### src/rtl/typewriter_out_if.sv
// ============================================================================
// Module   : typewriter_out_if
// Purpose  : Slow-out typewriter sink. It paces accepted characters to the
//            mechanical character time and buffers them for the host in a FIFO.
// Option   : define TW_CODE_MAP_EN to store ASCII instead of raw {OS,OB5..OB1}.
// Revision : 1.0 - initial release
// ============================================================================
`default_nettype none

module typewriter_out_if #(
  parameter int DEPTH     = 4,
  parameter int CHAR_TIME = 1000
) (
  input  logic                     CLOCK,
  input  logic                     rst,
  input  logic                     OB1,
  input  logic                     OB2,
  input  logic                     OB3,
  input  logic                     OB4,
  input  logic                     OB5,
  input  logic                     OS,
  input  logic                     PRINT_STB,
  output logic                     TW_BUSY,
  output logic                     TW_OVERFLOW,
  input  logic                     ovf_clr,
  output logic                     char_valid,
  output logic [7:0]               char_data,
  input  logic                     char_ready,
  output logic [$clog2(DEPTH):0]   fifo_count
);

  localparam int AW = $clog2(DEPTH);
  localparam int CW = AW + 1;
  localparam int TW = $clog2(CHAR_TIME);
  localparam logic [CW-1:0] c_FULL      = CW'(DEPTH);
  localparam logic [TW-1:0] c_TIMER_LD  = TW'(CHAR_TIME - 1);

  typedef enum logic [0:0] {S_IDLE = 1'b0, S_HOLD = 1'b1} state_t;

  state_t          r_state;
  logic [TW-1:0]   r_timer;
  logic [7:0]      r_mem [DEPTH];
  logic [AW-1:0]   r_wr;
  logic [AW-1:0]   r_rd;
  logic [CW-1:0]   r_count;
  logic            r_ovf;

  logic            w_accept;
  logic            w_pop;
  logic [5:0]      w_raw;
  logic [7:0]      w_char;

  function automatic logic [7:0] f_encode(input logic [5:0] c);
`ifdef TW_CODE_MAP_EN
    logic [7:0] v;
    v = 8'h3F;
    if (c[4]) begin
      if (c[3:0] <= 4'd9) v = 8'h30 + {4'b0000, c[3:0]};
      else                v = 8'h75 + {4'b0000, c[3:0]} - 8'd10;
    end else if (!c[3]) begin
      case (c[2:0])
        3'd0:    v = 8'h20;
        3'd1:    v = c[5] ? 8'h2D : 8'h20;
        3'd2:    v = 8'h0D;
        3'd3:    v = 8'h09;
        3'd4:    v = 8'h00;
        3'd5:    v = 8'h12;
        3'd6:    v = 8'h2E;
        default: v = 8'h00;
      endcase
    end
    return v;
`else
    return {2'b00, c};
`endif
  endfunction

  // Busy depends on registered state only, so the I/O side sees a clean level.
  assign TW_BUSY    = (r_state == S_HOLD) | (r_count == c_FULL);
  assign w_accept   = PRINT_STB & ~TW_BUSY;
  assign char_valid = (r_count != '0);
  assign w_pop      = char_valid & char_ready;
  assign w_raw      = {OS, OB5, OB4, OB3, OB2, OB1};
  assign w_char     = f_encode(w_raw);
  assign char_data  = r_mem[r_rd];
  assign fifo_count = r_count;
  assign TW_OVERFLOW = r_ovf;

  always_ff @(posedge CLOCK) begin
    if (rst) begin
      r_state <= S_IDLE;
      r_timer <= '0;
    end else begin
      case (r_state)
        S_IDLE: begin
          if (w_accept) begin
            r_state <= S_HOLD;
            r_timer <= c_TIMER_LD;
          end
        end
        S_HOLD: begin
          if (r_timer == '0) r_state <= S_IDLE;
          else               r_timer <= r_timer - 1'b1;
        end
        default: r_state <= S_IDLE;
      endcase
    end
  end

  always_ff @(posedge CLOCK) begin
    if (rst) begin
      for (int i = 0; i < DEPTH; i++) r_mem[i] <= '0;
      r_wr    <= '0;
      r_rd    <= '0;
      r_count <= '0;
    end else begin
      if (w_accept) begin
        r_mem[r_wr] <= w_char;
        r_wr        <= r_wr + 1'b1;
      end
      if (w_pop) r_rd <= r_rd + 1'b1;
      if (w_accept && !w_pop)      r_count <= r_count + 1'b1;
      else if (!w_accept && w_pop) r_count <= r_count - 1'b1;
    end
  end

  // A new drop in the same cycle as a clear leaves the flag set.
  always_ff @(posedge CLOCK) begin
    if (rst)                         r_ovf <= 1'b0;
    else if (PRINT_STB && TW_BUSY)   r_ovf <= 1'b1;
    else if (ovf_clr)                r_ovf <= 1'b0;
  end

endmodule

`default_nettype wire

### config.mk
export PLATFORM = sky130hd
export DESIGN_NAME = typewriter_out_if
export DESIGN_NICKNAME = d
export VERILOG_FILES = /design/src/rtl/typewriter_out_if.sv
export SDC_FILE = /design/constraint.sdc
export NUM_CORES = 1
export LEC_CHECK = 0
export CORE_MARGIN = 1.5
export CORE_UTILIZATION = 37
export CTS_CLUSTER_SIZE = 25
export DETAILED_ROUTE_END_ITERATION = 12
export GPL_ROUTABILITY_DRIVEN = 0
export PLACE_DENSITY = 0.67
export SETUP_SLACK_MARGIN = 0.3
export SYNTH_ARGS = -nofsm -noshare
export SYNTH_HDL_FRONTEND = slang
export SYNTH_SLANG_ARGS = --single-unit
### constraint.sdc
create_clock -name CLOCK -period 2.8 [get_ports CLOCK]
set_input_delay 0.28 -clock CLOCK [delete_from_list [all_inputs] [get_ports CLOCK]]
set_output_delay 0.28 -clock CLOCK [all_outputs]
set_load 0.005 [all_outputs]
==> results of run 1 <==
final timing paths:
path / from / end / cells past startpoint
min: r_timer[1] / r_timer[1] / 2
max reg2reg: fifo_count[0] / fifo_count[2] / 9
max: fifo_count[0] / fifo_count[2] / 9
min reg2reg: r_timer[1] / r_timer[1] / 2
worst reg2reg max path, cell delays in order, from the launching register on:
cell and delay, ns:
dfxtp_1 0.43, or3b_2 0.17, nand3b_1 0.22, inv_4 0.14, ha_1 0.19, inv_1 0.06
fa_1 0.37, xor2_1 0.16, or3_1 0.31, a21oi_1 0.17
power breakdown:
| part | switching [mW] | internal [mW] | leakage [nW] |
|---|---|---|---|
| combinational | 0.264 | 0.346 | 0.457 |
| sequential | 0.111 | 0.812 | 0.423 |
| clock | 0.216 | 0.268 | 0.0554 |
| total | 0.591 | 1.43 | 0.935 |
final cells by class:
type                    count  area [um2]
clock buffers               6        72.6
clock inverters             2        38.8
fillers                   499        2750
inverters                   5        21.3
multi-input cells         113         835
flip-flops and latches     45        1140
well taps                  70        87.6
repair buffers             27         258
registers in the layout (all words and copies together), names as in the netlist, named ones only:
register and count:
r_mem 24, TW_OVERFLOW 1, r_rd 2, fifo_count 3
r_wr 2, r_state 1, r_timer 10
what timing repair did:
action	in CTS	in global routing
endpoints found under the setup margin	0	1
resized for setup	0	1
hold buffers	0	0
setup buffers	0	2
routing by layer:
metal | up-vias | GRT usage | wire length [um] | part of all wire
met5 | - | 0 | 0 | 0
li1 | 678 | - | - | -
met3 | 4 | 0.0333 | 126 | 0.033
met1 | 650 | 0.190 | 1840 | 0.47
met4 | 0 | 0.0436 | 32 | 0.0083
met2 | 27 | 0.220 | 1880 | 0.48
cells by family (layout without fill, tap and decap cells):
kind of cell	Yosys count	in the layout	share of synthesized area
AO/OA/AOI/OAI	26	26	0.0854
XOR/XNOR	5	5	0.0215
adder cells (fa/ha/maj)	3	3	0.0221
buffers and inverters	13	40	0.0313
flip-flops	45	45	0.561
multiplexers	9	9	0.0811
other	1	2	0.00184
AND/OR/NAND/NOR	68	68	0.196
metrics by stage:
step           hold WS, ns   util  setup slack, ns
3_3_place_gp         0.495  0.447            0.370
2_1_floorplan        0.419      -            0.572
3_5_place_dp         0.498  0.447            0.271
5_1_grt              0.543  0.471            0.332
4_1_cts              0.512  0.468            0.420
6_report             0.511  0.471            0.512
layout by cell type, fill, tap and decap left out, drive strengths merged, types with 3 or more instances in the layout:
cell type / n
a21oi: 8
a311oi: 4
a31o: 3
a31oi: 3
and2: 12
and3: 12
buf: 5
clkbuf: 6
clkdlybuf4s50: 22
dfxtp: 21
edfxtp: 24
inv: 5
mux2i: 3
mux4: 6
nand2: 6
nand3: 3
nor2: 13
nor2b: 4
nor4: 3
o21ai: 4
or3: 3
xor2: 4
==> results.sh, run 1 <==
export IMPL_ir_worst_vdd_mv=0.630
export IMPL_fp_dieArea_um2=5960
export IMPL_placementRows=26
export IMPL_drt_wl_total_um=3870
export IMPL_async_flop_share=0
export IMPL_total_power_mw=2.02
export IMPL_required_ns=3.01
export IMPL_slowest_delay_ns=0.43
export IMPL_ant_nets=0
export IMPL_clk_pin_slew_worst_paths_ns=0.08
export IMPL_drv_cap=0
export IMPL_path_max_fanout=5
export IMPL_layout_nets=211
export IMPL_drt_iter0_drc=60
export IMPL_cts_tree="yes"
export IMPL_drc=0
export IMPL_final_cell_count_no_fill=268
export IMPL_viasPerCell=5.07
export IMPL_cp_end_kind="flip-flop"
export IMPL_synth_seq_area_share=0.561
export IMPL_p_per_area_nw_per_um2=822
export IMPL_min_path_type="flip-flop to flip-flop"
export IMPL_clk_latency_ns=0.30
export IMPL_setup_viol=0
export IMPL_dr_total_vias=1359
export IMPL_syn_area_um2=2040
export IMPL_synth_seq_cells=45
export IMPL_ys_types=41
export IMPL_coreArea_um2=5200
export IMPL_cts_sinks=45
export IMPL_cp_arrival_ns=2.50
export IMPL_tightest_slew_ns=0.777
export IMPL_syn_area_per_cell_um2=12.0
export IMPL_synth_area_leaders="edfxtp_1, dfxtp_1, mux4_2, and2_1, and3_1"
export IMPL_rsz0062_at_grt="no"
export IMPL_final_hold_viol_count=0
export IMPL_max_freq_mhz=437
export IMPL_dp_cells=258
export IMPL_grt_use_total=0.140
export IMPL_antenna_found_initial=0
export IMPL_status="completed"
export IMPL_drive_above_1_share=0.131
export IMPL_start_util=0.391
export IMPL_synth_edf_count=24
export IMPL_critical_path_cell_chain="or3b_2, nand3b_1, inv_4, ha_1, inv_1, fa_1, xor2_1, or3_1, a21oi_1"
export IMPL_syn2layout_area_growth_pct=20.5
export IMPL_diodes=0
export IMPL_synth_largest_area_cell="edfxtp_1"
export IMPL_power_leakage_nw=0.935
export IMPL_grt_overflow_total=0
export IMPL_synthFlopType="edfxtp_1"
export IMPL_wire_per_inst_um=14.4
export IMPL_port_buffers=22
export IMPL_final_max_slew_violation_count=0
export IMPL_fin_crit_sh=0.817
export IMPL_synth_common_cells="edfxtp_1, dfxtp_1, nor2_1, and2_1, and3_1"
export IMPL_synth_most_common_cell="edfxtp_1"
export IMPL_cp_num_buf_inv=2
export IMPL_cp_slowest_cell="dfxtp_1"
export IMPL_stdcell_area_um2=2450
export IMPL_start_kind="flip-flop"
export IMPL_htree_levels=2
export IMPL_root_buffer="clkbuf_8"
export IMPL_reg2reg_setup_slack_ns=0.51
export IMPL_cts_buffers=5
export IMPL_postPlaceCellArea_um2=2320
export IMPL_path_class="flip-flop to flip-flop"
export IMPL_clock_skew_ns=0.0108
export IMPL_fp_dieH_um=77.2
export IMPL_hpwl_um=2630
export IMPL_grt_first_pass_wirelength_um=6530
export IMPL_cp_top_family="simple AND/OR/NAND/NOR gates"
export IMPL_cts_buffer_depth=2
export IMPL_fin_crit_ns=2.29
export IMPL_ys_warn_count=0
export IMPL_grt_pass1_vias=1306
export IMPL_grt_max_degree=26
export IMPL_finalSetupTns_ns=0
export IMPL_maxSlewHeadroom=0.477
export IMPL_ios=25
export IMPL_netlist_area_leader_share=0.354
export IMPL_firstDrtPassIters=4
export IMPL_syn_inst=170
export IMPL_fp_dieW_um=77.2
Power figures use the tool's default switching activity.
==> run 2: changes to the inputs <==
==> constraint.sdc (replaced) <==
create_clock -name CLOCK -period 2.3 [get_ports CLOCK]
set_input_delay 0.23 -clock CLOCK [delete_from_list [all_inputs] [get_ports CLOCK]]
set_output_delay 0.23 -clock CLOCK [all_outputs]
set_load 0.005 [all_outputs]
==> run 2 against run 1 <==
Compared with the run above: register-to-register slack got worse by 0.22 ns; critical path depth down 1; die area is the same; global-route usage about the same; via count increased by 2.7%; sequential power up 23%; clock skew shrank 0.0054 ns; flip-flop and latch count is the same; first-iteration DRC count increased by 82%; combinational power up 41%.
==> results.sh, run 2 (same netlist as run 1, synthesis figures left out) <==
export IMPL_drc=0
export IMPL_tightest_slew_ns=0.526
export IMPL_cts_tree="yes"
export IMPL_fp_dieH_um=77.2
export IMPL_start_util=0.391
export IMPL_drv_cap=0
export IMPL_drive_above_1_share=0.213
export IMPL_setup_viol=0
export IMPL_grt_pass1_vias=1361
export IMPL_stdcell_area_um2=2560
export IMPL_power_leakage_nw=1.00
export IMPL_swShare=0.292
export IMPL_hpwl_um=2490
export IMPL_maxSlewHeadroom=0.645
export IMPL_fillers=476
export IMPL_fin_crit_sh=0.871
export IMPL_multi_input_area_um2=865
export IMPL_rsz0062_at_grt="yes"
export IMPL_dr_total_vias=1396
export IMPL_wire_per_inst_um=13.9
export IMPL_finalSetupTns_ns=0
export IMPL_start_kind="flip-flop"
export IMPL_ios=25
export IMPL_firstDrtPassIters=4
export IMPL_final_hold_viol_count=0
export IMPL_placementRows=26
export IMPL_clock_skew_ns=0.00542
export IMPL_path_class="flip-flop to flip-flop"
export IMPL_coreArea_um2=5200
export IMPL_ir_worst_vdd_mv=0.586
export IMPL_seqPwrFrac=0.436
export IMPL_layout_nets=220
export IMPL_grt_overflow_total=0
export IMPL_final_cell_mix="edfxtp_1, clkdlybuf4s50_1, dfxtp_1"
export IMPL_final_cell_count_no_fill=277
export IMPL_port_buffers=22
export IMPL_cp_arrival_ns=2.23
export IMPL_final_core_util=0.493
export IMPL_final_common_cell="edfxtp_1"
export IMPL_cts_buffer_depth=2
export IMPL_diodes=0
export IMPL_antenna_found_initial=0
export IMPL_largest_register_ffs=24
export IMPL_drt_iter0_drc=109
export IMPL_fp_dieArea_um2=5960
export IMPL_cts_buffers=5
export IMPL_htree_levels=2
export IMPL_path_max_fanout=4
export IMPL_top_register="r_mem"
export IMPL_combPwrFrac=0.331
export IMPL_grt_use_total=0.140
export IMPL_cts_sinks=45
export IMPL_layout_setup_ws_ns=0.296
export IMPL_p_per_area_nw_per_um2=1010
export IMPL_root_buffer="clkbuf_8"
export IMPL_grt_max_degree=20
export IMPL_cp_end_kind="flip-flop"
export IMPL_clk_pin_slew_worst_paths_ns=0.08
export IMPL_final_max_slew_violation_count=0
export IMPL_status="completed"
export IMPL_clkPwrFrac=0.232
export IMPL_max_freq_mhz=499
export IMPL_pre_cts_ws_ns=0.209
export IMPL_required_ns=2.53
export IMPL_p_int_mw=1.83
export IMPL_ant_nets=0
export IMPL_syn2layout_area_growth_pct=25.9
export IMPL_dp_cells=264
export IMPL_viasPerCell=5.04
export IMPL_total_power_mw=2.59
export IMPL_fp_dieW_um=77.2
export IMPL_fin_hold_ws_ns=0.511
export IMPL_p_sw_mw=0.756
export IMPL_postPlaceCellArea_um2=2390
export IMPL_min_path_type="flip-flop to flip-flop"
export IMPL_drt_wl_total_um=3850
export IMPL_postCtsHoldBufs=0
export IMPL_register_area_um2=1150
export IMPL_clk_latency_ns=0.30
export IMPL_grt_first_pass_wirelength_um=6510
export IMPL_fin_crit_ns=2.00
run 2: cell count changes in the layout (fill, tap and decap cells not counted), sizes merged:
cell / before / now
buf: 5 / 14
dlymetal6s2s: 0 / 1
clkdlybuf4s50: 22 / 21
run 2: metal layers:
layer | vias to the layer above | part of all wire | track usage
met5 | - | 0 | 0
met4 | 0 | 0.012 | 0.0436
met3 | 6 | 0.032 | 0.0333
met2 | 24 | 0.48 | 0.237
met1 | 658 | 0.47 | 0.177
li1 | 708 | - | -
run 2: final timing paths:
kind | slack, ns | end | cells past startpoint | from
max | 0.30 | fifo_count[2] | 8 | fifo_count[1]
min | 0.51 | r_timer[1] | 2 | r_timer[1]
max reg2reg | 0.30 | fifo_count[2] | 8 | fifo_count[1]
min reg2reg | 0.51 | r_timer[1] | 2 | r_timer[1]
run 2: final cells by class:
type,instances,area share
multi-input cells,113,0.337
clock buffers,6,0.0283
well taps,70,0.0342
clock inverters,2,0.0151
inverters,5,0.00732
flip-flops and latches,45,0.450
repair buffers,36,0.128
run 2: power groups by stage:
| stage | registers [mW] | clock network (mW) | logic, mW |
|---|---|---|---|
| 4_1_cts | 1.13 | 0.613 | 0.852 |
| 3_3_place_gp | 1.14 | 0 | 0.784 |
| 3_5_place_dp | 1.15 | 0 | 0.790 |
| 6_report | 1.13 | 0.602 | 0.859 |
| 2_1_floorplan | 1.09 | 0 | 0.516 |
| 5_1_grt | 1.16 | 0.648 | 0.958 |
run 2: worst max-delay path, cell delays in order (launching register included):
cell and delay, ns:
dfxtp_4 0.36, or3_4 0.39, nand2_4 0.09, ha_4 0.14, inv_2 0.04, fa_2 0.33
xor2_1 0.15, or3_1 0.31, a21oi_1 0.13
run 2: what timing repair did:
item / CTS / global route
pin swaps: 2 / 0
resized for setup: 5 / 2
buffers inserted: 3 / 2
endpoints found under the setup margin: 7 / 2
==> edit 1 (settings of run 2) <==
Register the output `TW_OVERFLOW` once more, without a reset; this adds one clock of latency there. The other outputs are not delayed to match.
--- a/src/rtl/typewriter_out_if.sv
+++ b/src/rtl/typewriter_out_if.sv
@@ -86,3 +86,5 @@
   assign fifo_count = r_count;
-  assign TW_OVERFLOW = r_ovf;
+  always_ff @(posedge CLOCK) begin
+    TW_OVERFLOW <= r_ovf;
+  end
 
Check against the original RTL: not equivalent (a bounded check fails within 4 cycles, from zero or initial values and one cycle with rst high).
==> edit 1 against run 2 <==
  * Sequential cell count rose by 1
  * Power fell by 3.5%
  * Routed wire length rose by 0.36%
  * Final cell count fell by 1.1%
  * Worst hold slack got worse by 150 ps
  * Clock skew barely moved
  * Synthesized area rose by 0.98%
  * Design area fell by 1.1%
  * Worst setup slack improved by 13 ps
  * Fmax rose by 0.64%
  * First-iteration DRC count fell by 35%
  * Highest routed layer unchanged
==> edit 1: results (changes against run 2) <==
Layout
  • Share of cells above drive strength 1: 0.201 (-0.0116)
  • Filler Cells Inserted: 502 (+5.5%)
  • Number of nets in the layout: 217 (-1.4%)

Setup path
  • CP Max Fanout: 5 (+1)
  • Worst Path Arrival: 2220 ps
  • Crit path largest cell delay: 410 ps (+20 ps)
  • Worst r2r src: fifo_count[2]

Hold path
  • Min-delay src: r_ovf

Synth
  • Commonest cells post-synth: edfxtp_1, dfxtp_1, nor2_1, and2_1, and3_1
  • Number of flops mapped to enable cells by yosys: 24 (unchanged)
  • Synth area leaders: edfxtp_1, dfxtp_1, mux4_2
  • Post-synthesis sequential area ratio: 0.565 (+0.00428)

Global route
  • First-pass GRT wire length: 6.52 mm (+0.11%)
  • Largest net degree at the start of global routing: 21 (+5.0%)
  • Total track usage: 0.140 (-0.000700)
  • Initial antenna violation count: 0 (unchanged)

Power
  • Leakage: 0.981 nW (-2.2%)
  • Int Pwr: 1.75 mW (-4.7%)
  • VDD IR max: 0.635 mV (+8.3%)

STA
  • Worst Skew: 5.43 ps (+0.00899 ps)

Placement
  • Detailed placement HPWL: 2.61 mm (+4.7%)
  • Placed Area: 2410 µm² (+0.52%)

Clock tree
  • H-tree levels: 2 (unchanged)
  • CTS root buffer: clkbuf_8
  • TritonCTS Buffers: 5 (unchanged)

Outcome
  • Status: finished, final reports clean

Route
  • 1st-iter DRT viols: 71 (-35%)
  • Vias: 1388 (-0.57%)
  • Post-Route WL: 3.86 mm (+0.36%)
## edit 1: power by group through the flow
stage	clock network [mW]	registers, mW	logic (mW)
floorplan	0	1.11	0.516
global placement	0	1.16	0.782
detailed placement	0	1.17	0.795
CTS	0.529	1.15	0.845
global route	0.563	1.18	0.916
finish	0.513	1.15	0.836
## edit 1: routing by layer
| layer | part of all wire | track usage | wire, µm | vias up |
|---|---|---|---|---|
| met4 | 0.0060 | 0.0382 | 23 | 0 |
| met1 | 0.46 | 0.167 | 1760 | 664 |
| met3 | 0.051 | 0.0459 | 196 | 2 |
| met5 | 0 | 0 | 0 | - |
| met2 | 0.49 | 0.239 | 1880 | 29 |
| li1 | - | - | - | 693 |
## edit 1: logic make-up after synthesis
logic type	count (synthesis)	share of synthesized area
compound gates	26	0.0846
xor+xnor	5	0.0213
fa+ha+maj	3	0.0219
buf+inv	13	0.0310
flops	46	0.565
mux	9	0.0803
other cells	1	0.00182
simple gates	68	0.194
## edit 1: worst paths after layout
kind,to,slack [ps],cells past startpoint
setup / recovery,fifo_count[2],310,8
hold / removal,TW_OVERFLOW,360,0
setup reg to reg,fifo_count[2],310,8
hold reg to reg,TW_OVERFLOW,360,0
## edit 1: layout make-up
cell class	count	area, µm²	area share
sequential	46	1170	0.462
multi-input combinational	113	865	0.341
timing repair buffer	32	298	0.117
tap	70	87.6	0.0346
clock buffer	6	82.6	0.0326
inverter	5	18.8	0.00740
clock inverter	2	12.5	0.00494
## edit 1: what timing repair did
item	4_1_cts	5_1_grt
resized for setup	5	1
buffers inserted	2	0
pin swaps	2	0
endpoints found under the setup margin	7	2
## edit 1: metrics by stage
step | setup WS, ps | power [mW] | hold WS (ps) | instances | utilization
after global placement | 244 | 1.95 | 349 | 264 | 0.459
after detailed placement | 177 | 1.97 | 338 | 264 | 0.459
after CTS | 303 | 2.53 | 367 | 274 | 0.484
final | 308 | 2.50 | 363 | 274 | 0.484
after global routing | 239 | 2.66 | 373 | 274 | 0.484
after floorplan | 200 | 1.63 | 324 | 172 | -
==> edit 2 (flow settings as in run 2) <==
Without the edit above. Set the parameter `CHAR_TIME` to 2000 (it was 1000).
--- a/src/rtl/typewriter_out_if.sv
+++ b/src/rtl/typewriter_out_if.sv
@@ -11,3 +11,3 @@
   parameter int DEPTH     = 4,
-  parameter int CHAR_TIME = 1000
+  parameter int CHAR_TIME = 2000
 ) (
Check against the original RTL: no difference found for any inputs over 10 cycles, from zero or initial values and one cycle with rst high; that may be too few to reach the edited logic, so the function may still have changed.
==> edit 2 against run 2 <==
  * Power down 4.8%
  * Global-route usage about the same
  * Worst setup slack better by 6.0 ps
  * Sequential cell count up 1
  * Design area up 0.24%
  * First-iteration DRC count down 35%
  * Routed wire length up 3.1%
  * Synthesized area up 2.8%
  * Die area up 2.7%
  * Clock skew down 2.1 ps
  * Utilization down 2.3 points
  * Via count up 5.2%
==> edit 2: results (changes against run 2) <==
STA
  • Final critical-path share of the clock period: 0.869 (-0.00260)
  • Worst relative slew slack: 0.641 (-0.00399)
  • Worst Skew: 3.34 ps (-2.08 ps)

Global route
  • First-pass GRT wire length: 6.62 mm (+1.6%)
  • Initial antenna violation count: 0 (unchanged)
  • Largest net degree at the start of global routing: 22 (+10%)
  • Total track usage: 0.140 (-0.000312)
  • Number of global-route vias before repair: 1367 (+0.44%)

Synth
  • Number of flops mapped to enable cells by yosys: 24 (unchanged)
  • YS warnings: 0 (unchanged)
  • Synth area leaders: edfxtp_1, dfxtp_1, mux4_2
  • Cells after Synth: 181 (+6.5%)
  • Cell variety after synth: 42 (+2.4%)
  • Post-synthesis sequential area ratio: 0.555 (-0.00552)
  • Fraction of registers with async set/reset: 0 (unchanged)
  • Commonest cells post-synth: edfxtp_1, dfxtp_1, nor2_1, and2_1, and3_1

Outcome
  • Status: finished, final reports clean

Route
  • Wirelength per Cell: 13.9 µm (+0.22%)
  • Metal3 WL: 192 µm (+54%)
  • Met2 WL post-DR: 1.83 mm (-0.81%)
  • Top layer in use: met4
  • First-pass DRT Iterations: 4 (unchanged)
  • Vias: 1468 (+5.2%)
  • 1st-iter DRT viols: 71 (-35%)
  • WL met1: 1.89 mm (+3.8%)

Layout
  • Number of nets in the layout: 227 (+3.2%)
  • Filler Cells Inserted: 539 (+13%)
  • Finished Layout Cells: 285 (+2.9%)
  • Share of cells above drive strength 1: 0.164 (-0.0482)

Power
  • Leakage: 0.983 nW (-2.0%)
  • Seq pwr share: 0.468 (+0.032)
  • Net Switching: 756 µW (about the same)
  • Power per Cell Area: 960 nW/µm² (-5.1%)
  • Combinational power: 838 µW (-2.4%)
  • VDD IR max: 0.503 mV (-14%)

Setup path
  • CP Max Fanout: 5 (+1)
  • Crit path largest cell delay: 410 ps (+20 ps)
  • Slowest cell on crit path: or3_4
  • Worst Path Arrival: 2220 ps

Placement
  • Detailed placement HPWL: 2.69 mm (+8.0%)
  • Worst slack, placed: 16.8 ps (-192 ps)
  • Placed cell count: 274 (+3.8%)

Hold path
  • Min-delay worst type: flop to flop

Clock tree
  • H-tree levels: 2 (unchanged)
  • TritonCTS Buffers: 5 (unchanged)
  • CTS root buffer: clkbuf_8
  • Clock Latency Late Sink: 290 ps
[edit 2: final cells by class]
cell class | count | area, µm² | share of cell area
tap | 72 | 90.1 | 0.0351
timing repair buffer | 31 | 288 | 0.112
clock inverter | 2 | 8.76 | 0.00341
clock buffer | 6 | 72.6 | 0.0282
multi-input combinational | 122 | 906 | 0.352
inverter | 6 | 30.0 | 0.0117
sequential | 46 | 1170 | 0.457
[edit 2: kinds of logic (layout without fill, tap and decap cells)]
group           after synthesis  count (layout)  share of synthesized area
flops                        46              46                      0.555
other cells                   1               2                    0.00179
compound gates               29              29                     0.0939
buf+inv                      14              45                     0.0287
fa+ha+maj                     4               4                     0.0275
simple gates                 75              75                      0.203
mux                           7               7                     0.0694
xor+xnor                      5               5                     0.0209
[edit 2: final timing paths]
check,from,to,cells after the start
max reg2reg,fifo_count[0],fifo_count[2],8
min,r_wr[1],r_wr[1],2
min reg2reg,r_wr[1],r_wr[1],2
max,fifo_count[0],fifo_count[2],8
[edit 2: metal layers]
layer | vias up | global-route usage
li1 | 736 | -
met1 | 691 | 0.191
met2 | 36 | 0.218
met3 | 5 | 0.0326
met4 | 0 | 0.0482
met5 | - | 0
[edit 2: per-stage QoR]
| step | hold WS, ps | instance area (µm²) |
|---|---|---|
| after detailed placement | 491 | 2450 |
| after CTS | 503 | 2560 |
| final | 501 | 2570 |
| after global routing | 542 | 2570 |
| after floorplan | 369 | 2140 |
| after global placement | 486 | 2450 |
[edit 2: repair_timing]
action	in CTS	in global routing
gates cloned	0	0
buffers inserted	2	1
resized for setup	6	3
hold buffers	0	0
pin swaps	4	1
endpoints found under the setup margin	7	5
[edit 2: worst min-delay path, delay by kind of cell, from the launching register on]
| family | cells | cell delay (ps) |
|---|---|---|
| flops | 1 | 340 |
| simple gates | 1 | 60 |
| compound gates | 1 | 50 |
